==> config.mk <==
export PLATFORM = sky130hd
export DESIGN_NAME = spi_pwm_cmd_ctrl
export DESIGN_NICKNAME = d
export VERILOG_FILES = /design/src/rtl/spi_pwm_pkg.sv /design/src/rtl/pwm_shadow_reg.sv /design/src/rtl/spi_pwm_cmd_ctrl.sv
export SDC_FILE = /design/constraint.sdc
export NUM_CORES = 1
export LEC_CHECK = 0
export CORE_MARGIN = 2
export CORE_UTILIZATION = 30
export DETAILED_ROUTE_END_ITERATION = 10
export PLACE_DENSITY = 0.59
export SYNTH_ARGS = -nofsm -noshare
export SYNTH_HDL_FRONTEND = slang
export SYNTH_SLANG_ARGS = --single-unit
==> constraint.sdc <==
create_clock -name clk -period 3.9 [get_ports clk]
set_clock_uncertainty 0.2 [all_clocks]
set_input_delay 0.39 -clock clk [delete_from_list [all_inputs] [get_ports clk]]
set_output_delay 0.39 -clock clk [all_outputs]
set_load 0.03 [all_outputs]
==> src/rtl/spi_pwm_pkg.sv <==
// rtl/spi_pwm_pkg.sv - shared types and register map for the SPI PWM command controller
//
// Purpose: FSM state encoding, register addresses and address-decode helper
//          shared by spi_pwm_cmd_ctrl and its testbench.
// Ports:   none (package)

package spi_pwm_pkg;

  typedef enum logic [1:0] {IDLE, CMD, HI, LO} state_t;

  localparam logic [6:0] ADDR_CTRL        = 7'h00;
  localparam logic [6:0] ADDR_PERIOD      = 7'h01;
  localparam logic [6:0] ADDR_DUTY0       = 7'h10;
  localparam int         CTRL_CLR_ERR_BIT = 15;

  // DUTY[i] lives at ADDR_DUTY0 + i; only the first num_ch slots of that
  // 16-word window are backed by a channel.
  function automatic logic addr_is_duty(input logic [6:0] addr, input int num_ch);
    return (addr[6:4] == ADDR_DUTY0[6:4]) && (int'(addr[3:0]) < num_ch);
  endfunction

endpackage

==> src/rtl/pwm_shadow_reg.sv <==
// rtl/pwm_shadow_reg.sv - double-buffered PWM word (shadow written by SPI, active used by PWM)
//
// Purpose: holds one period or duty word. Writes land in the shadow copy;
//          the active copy follows only when apply (PWM wrap) pulses.
// Ports:
//   clk        in   system clock
//   rst_n      in   asynchronous active-low reset
//   load       in   write load_data into the shadow copy
//   load_data  in   DW-bit word to write
//   apply      in   period boundary: move a pending shadow word into active
//   shadow_q   out  last written value (readback source)
//   active_q   out  value currently driving the PWM

module pwm_shadow_reg #(
  parameter int DW = 16
) (
  input  logic          clk,
  input  logic          rst_n,
  input  logic          load,
  input  logic [DW-1:0] load_data,
  input  logic          apply,
  output logic [DW-1:0] shadow_q,
  output logic [DW-1:0] active_q
);

  logic pending;

  always_ff @(posedge clk or negedge rst_n) begin
    if (!rst_n) begin
      shadow_q <= '0;
      active_q <= '0;
      pending  <= 1'b0;
    end else begin
      if (load) shadow_q <= load_data;
      if (apply) begin
        // A write landing on the wrap cycle goes straight through to active.
        if (load)         active_q <= load_data;
        else if (pending) active_q <= shadow_q;
        pending <= 1'b0;
      end else if (load) begin
        pending <= 1'b1;
      end
    end
  end

endmodule

==> src/rtl/spi_pwm_cmd_ctrl.sv <==
// rtl/spi_pwm_cmd_ctrl.sv - SPI byte-stream command sequencer owning the PWM configuration bank
//
// Purpose: parses {rw,addr} + burst {hi,lo} word frames from the SPI receiver,
//          writes CTRL/PERIOD/DUTY registers, supplies readback bytes.
// Ports:
//   clk, rst_n   clock, asynchronous active-low reset
//   rx_strobe    1-cycle pulse, rx_byte valid
//   rx_byte      received SPI byte
//   cs_n_sync    synchronized chip select (active low), frames one command
//   pwm_wrap     1-cycle pulse at PWM period boundary
//   tx_byte      next byte for the SPI shifter
//   tx_load      1-cycle pulse, tx_byte updated
//   pwm_en       live channel enables
//   pwm_period   active period
//   pwm_duty     active duties, channel i at [i*DW +: DW]
//   frame_err    sticky bad-address flag, cleared by CTRL bit 15

module spi_pwm_cmd_ctrl
  import spi_pwm_pkg::*;
#(
  parameter int NUM_CH = 4,
  parameter int DW     = 16
) (
  input  logic                 clk,
  input  logic                 rst_n,
  input  logic                 rx_strobe,
  input  logic [7:0]           rx_byte,
  input  logic                 cs_n_sync,
  input  logic                 pwm_wrap,
  output logic [7:0]           tx_byte,
  output logic                 tx_load,
  output logic [NUM_CH-1:0]    pwm_en,
  output logic [DW-1:0]        pwm_period,
  output logic [NUM_CH*DW-1:0] pwm_duty,
  output logic                 frame_err
);

  state_t                  state;
  logic                    rw;
  logic [6:0]              addr;
  logic [6:0]              rd_addr;
  logic [7:0]              hi_byte;
  logic [DW-1:0]           wr_word;
  logic [DW-1:0]           rd_word;
  logic [NUM_CH:0][DW-1:0] sh_q;
  logic [NUM_CH:0][DW-1:0] act_q;
  logic [NUM_CH:0]         sh_load;
  logic                    commit;
  logic                    wr_period;
  logic                    wr_duty;

  // Word commit happens on the lo-byte strobe of a write frame, even if
  // chip select rises in that same cycle.
  assign wr_word   = {hi_byte, rx_byte};
  assign commit    = rx_strobe && (state == LO) && rw;
  assign wr_period = commit && (addr == ADDR_PERIOD);
  assign wr_duty   = commit && addr_is_duty(addr, NUM_CH);

  // Slot 0 is PERIOD, slot i+1 is DUTY[i].
  assign sh_load[0] = wr_period;

  pwm_shadow_reg #(.DW(DW)) u_period (
    .clk       (clk),
    .rst_n     (rst_n),
    .load      (sh_load[0]),
    .load_data (wr_word),
    .apply     (pwm_wrap),
    .shadow_q  (sh_q[0]),
    .active_q  (act_q[0])
  );

  assign pwm_period = act_q[0];

  for (genvar i = 0; i < NUM_CH; i++) begin : g_duty
    assign sh_load[i+1] = wr_duty && (addr[3:0] == 4'(i));

    pwm_shadow_reg #(.DW(DW)) u_duty (
      .clk       (clk),
      .rst_n     (rst_n),
      .load      (sh_load[i+1]),
      .load_data (wr_word),
      .apply     (pwm_wrap),
      .shadow_q  (sh_q[i+1]),
      .active_q  (act_q[i+1])
    );

    assign pwm_duty[i*DW +: DW] = act_q[i+1];
  end

  // Address whose readback is needed by the state being entered: the new
  // address in CMD, the post-increment address in LO, else the current one.
  always_comb begin
    rd_addr = addr;
    if (state == CMD)     rd_addr = rx_byte[6:0];
    else if (state == LO) rd_addr = addr + 7'd1;
  end

  always_comb begin
    rd_word = '0;
    if (rd_addr == ADDR_CTRL) begin
      rd_word[NUM_CH-1:0] = pwm_en;
    end else if (rd_addr == ADDR_PERIOD) begin
      rd_word = sh_q[0];
    end else if (addr_is_duty(rd_addr, NUM_CH)) begin
      for (int i = 0; i < NUM_CH; i++) begin
        if (rd_addr[3:0] == 4'(i)) rd_word = sh_q[i+1];
      end
    end
  end

  always_ff @(posedge clk or negedge rst_n) begin
    if (!rst_n) begin
      state     <= IDLE;
      rw        <= 1'b0;
      addr      <= '0;
      hi_byte   <= '0;
      tx_byte   <= '0;
      tx_load   <= 1'b0;
      pwm_en    <= '0;
      frame_err <= 1'b0;
    end else begin
      tx_load <= 1'b0;

      if (rx_strobe && state != IDLE) begin
        case (state)
          CMD: begin
            rw      <= rx_byte[7];
            addr    <= rx_byte[6:0];
            tx_byte <= rd_word[15:8];
            tx_load <= 1'b1;
            state   <= HI;
          end
          HI: begin
            if (rw) hi_byte <= rx_byte;
            tx_byte <= rd_word[7:0];
            tx_load <= 1'b1;
            state   <= LO;
          end
          LO: begin
            if (rw) begin
              if (addr == ADDR_CTRL) begin
                pwm_en <= wr_word[NUM_CH-1:0];
                if (wr_word[CTRL_CLR_ERR_BIT]) frame_err <= 1'b0;
              end else if (!(wr_period || wr_duty)) begin
                frame_err <= 1'b1;
              end
            end
            addr    <= addr + 7'd1;
            tx_byte <= rd_word[15:8];
            tx_load <= 1'b1;
            state   <= HI;
          end
          default: state <= IDLE;
        endcase
      end

      // Chip select overrides the byte-driven transition; a half-received
      // word held in hi_byte is simply never committed.
      if (cs_n_sync)          state <= IDLE;
      else if (state == IDLE) state <= CMD;
    end
  end

endmodule

==> impl_metrics.ini <==
[final_layout]
area_growth_pct = 22.7
drive_above_1_share = 0.338
diodes = 0
nets = 741
area.sequential_um2 = 4930
multiInputGateArea_um2 = 3630
n_fill_cell = 2819

[drt]
vias = 5394
routed_wl_mm = 23.2
drc = 0
wire_per_inst_um = 20.7
ant_nets = 0
drt-initial-drc-count = 293
viasPerCell = 4.81
first_pass_iters = 5

[floorplan]
io_pins = 107
rows = 62
die_h_um = 176
core_um2 = 28900
design.die.area_um2 = 30900
start_util = 0.307
die_width_um = 176

[hold_path]
holdPathStages = 1
min_path_type = flop to flop
holdCritStartpoint = g_duty[1].u_duty.active_q[10]
holdPathEnd = g_duty[1].u_duty.active_q[10]

[timing]
setup_violations = 0
rsz0062_at_grt = no
worst_pin_slew_ns = 1.01
fmax_mhz = 289
final-max-slew-violation-count = 0
hold_violations = 0
setup_tns_ns = 0
slew_headroom = 0.330
finalCritPeriodShare = 0.887
period_minus_slack_ns = 3.46
whs_ns = 0.301

[clocking]
htreeDepth = 4
clockBufferDepth = 2
cts.clk_slew.worst_paths_ns = 0.08
cts-root-buf = clkbuf_16
insertion_delay_ns = 0.43
clock_sinks = 197
cts_made_buffers = 17
cts_tree = yes

[power_and_ir_drop]
leakagePower_nw = 5.19
power.density_nw_per_um2 = 399
vdd_ir_drop_max_mv = 0.279

[yosys]
synth_edf_count = 0
synth.distinct_cells = 63
syn_inst = 620
synthTopCellsByArea = dfrtp_1 56%, mux2_2 18%, mux2_4 6.6%, mux2i_1 1.8%, mux4_2 1.5%
synth-seq-cells = 197
synth_most_common_cell = dfrtp_1
synth_largest_area_cell = dfrtp_1
synth_area_um2 = 8850
yosys-top-cells-count = 197 x dfrtp_1, 139 x mux2_2, 39 x mux2_4, 21 x nand2_1, 20 x nor2_1
post_synth.cell_area_avg_um2 = 14.3
async_reset_ff_frac = 1.00
synthesis.nets = 637
yosysWarnings = 0
yosys_most_used_dff = dfrtp_1
synth_top_area_share = 0.557
ys_seq_area_frac = 0.557

[placed_design]
portBuffers = 106
hpwl_mm = 16.4
globalplace.congestion = 0.781

[setup_path]
critPathKind = flop to flop
worstSetupEndpointType = flop
r2r_end = tx_byte[5]
reg2reg_depth = 8
crit_path_start = addr[1]
arrival_ns = 3.62
crit_required_ns = 4.06
r2r_start = addr[1]
crit_fanout = 17
r2r_slack_ns = 0.44
critPathLaunchType = flop

[global_route]
grt_pass1_vias = 5654
grt.total_usage = 0.157
grt_pass1_wl_mm = 36.1
grt_max_degree = 98
grt_overflow_total = 0
antenna_found_initial = 1

[run_status]
outcome = complete, no violations

[run]
maxCapViolCount = 0
[worst max-delay path: stages, from the launching register on]
cell	delay, ns
dfrtp_1	0.63
inv_1	0.20
ha_1	0.32
mux2i_2	0.59
a21oi_2	0.41
mux2i_1	0.21
mux4_2	0.53
nor2_1	0.15
a221o_1	0.14
[cell usage in the layout, fill, tap and decap left out, types with 5 or more instances in the layout]
master and instances:
dfrtp_1 197, mux2_2 139, clkdlybuf4s50_1 105, mux2_4 39, nand2_1 21, nor2_1 20
a21oi_1 18, clkbuf_16 17, mux2i_1 16, o21ai_0 15, buf_4 15, inv_1 11
nand3_1 8, mux4_2 6, nor2b_1 5, a221o_1 5
[metal layers]
| metal | routed length [um] | GRT usage |
|---|---|---|
| met1 | 11300 | 0.230 |
| met2 | 10500 | 0.238 |
| met3 | 1190 | 0.0329 |
| met4 | 302 | 0.0379 |
| met5 | 0 | 0 |
[power breakdown]
group          switching (mW)  total (mW)  leakage (nW)  internal [mW]
Sequential              0.147        2.25          2.71           2.10
Combinational           0.228       0.378          2.20          0.151
Clock                   0.829        1.71         0.273          0.879
Total                    1.20        4.33          5.19           3.13
[state kept, by name (all words and copies together), names as in the netlist, 4 cells and up]
register                flops
g_duty.u_duty.active_q     64
u_period.active_q          16
g_duty.u_duty.shadow_q     64
addr                        7
pwm_en                      4
hi_byte                     8
g_duty.u_duty.pending       4
tx_byte                     8
u_period.shadow_q          16
[worst max path at each step]
stage / end / slack, ns / cells past startpoint
4_1_cts: tx_byte[5] / 0.47 / 8
2_1_floorplan: tx_byte[5] / 1.04 / 9
5_1_grt: tx_byte[4] / 0.25 / 8
3_5_place_dp: tx_byte[5] / 0.53 / 8
3_3_place_gp: tx_byte[5] / 0.52 / 8
6_report: tx_byte[5] / 0.44 / 8
[metrics by stage]
stage	area, um^2	setup WS (ns)	util	instances	power (mW)
after global placement	10300	0.520	0.356	1088	2.66
after floorplan	8850	1.04	-	620	2.46
final	10900	0.440	0.376	1121	4.33
after global routing	10900	0.253	0.376	1121	4.50
after CTS	10900	0.469	0.376	1121	4.37
after detailed placement	10300	0.527	0.356	1088	2.67
[logic make-up after synthesis]
group,share of synthesized area
multiplexers,0.283
flip-flops,0.557
AND/OR/NAND/NOR,0.0580
AO/OA/AOI/OAI,0.0628
buffers and inverters,0.0324
adder cells (fa/ha/maj),0.00566
XOR/XNOR,0.000990
[layout make-up]
type,count,area share
inverter,11,0.00380
multi-input combinational,374,0.334
clock inverter,11,0.0100
timing repair buffer,123,0.111
clock buffer,21,0.0424
tap,384,0.0442
sequential,197,0.454
[repair_timing]
| item | in CTS | in global routing |
|---|---|---|
| resized for setup | 0 | 0 |
| hold endpoints to repair | 63 | 0 |
| hold buffers | 1 | 0 |
| buffers inserted | 0 | 0 |
| setup endpoints to repair | 0 | 0 |
Note: power is estimated with default switching activity, not from simulation.
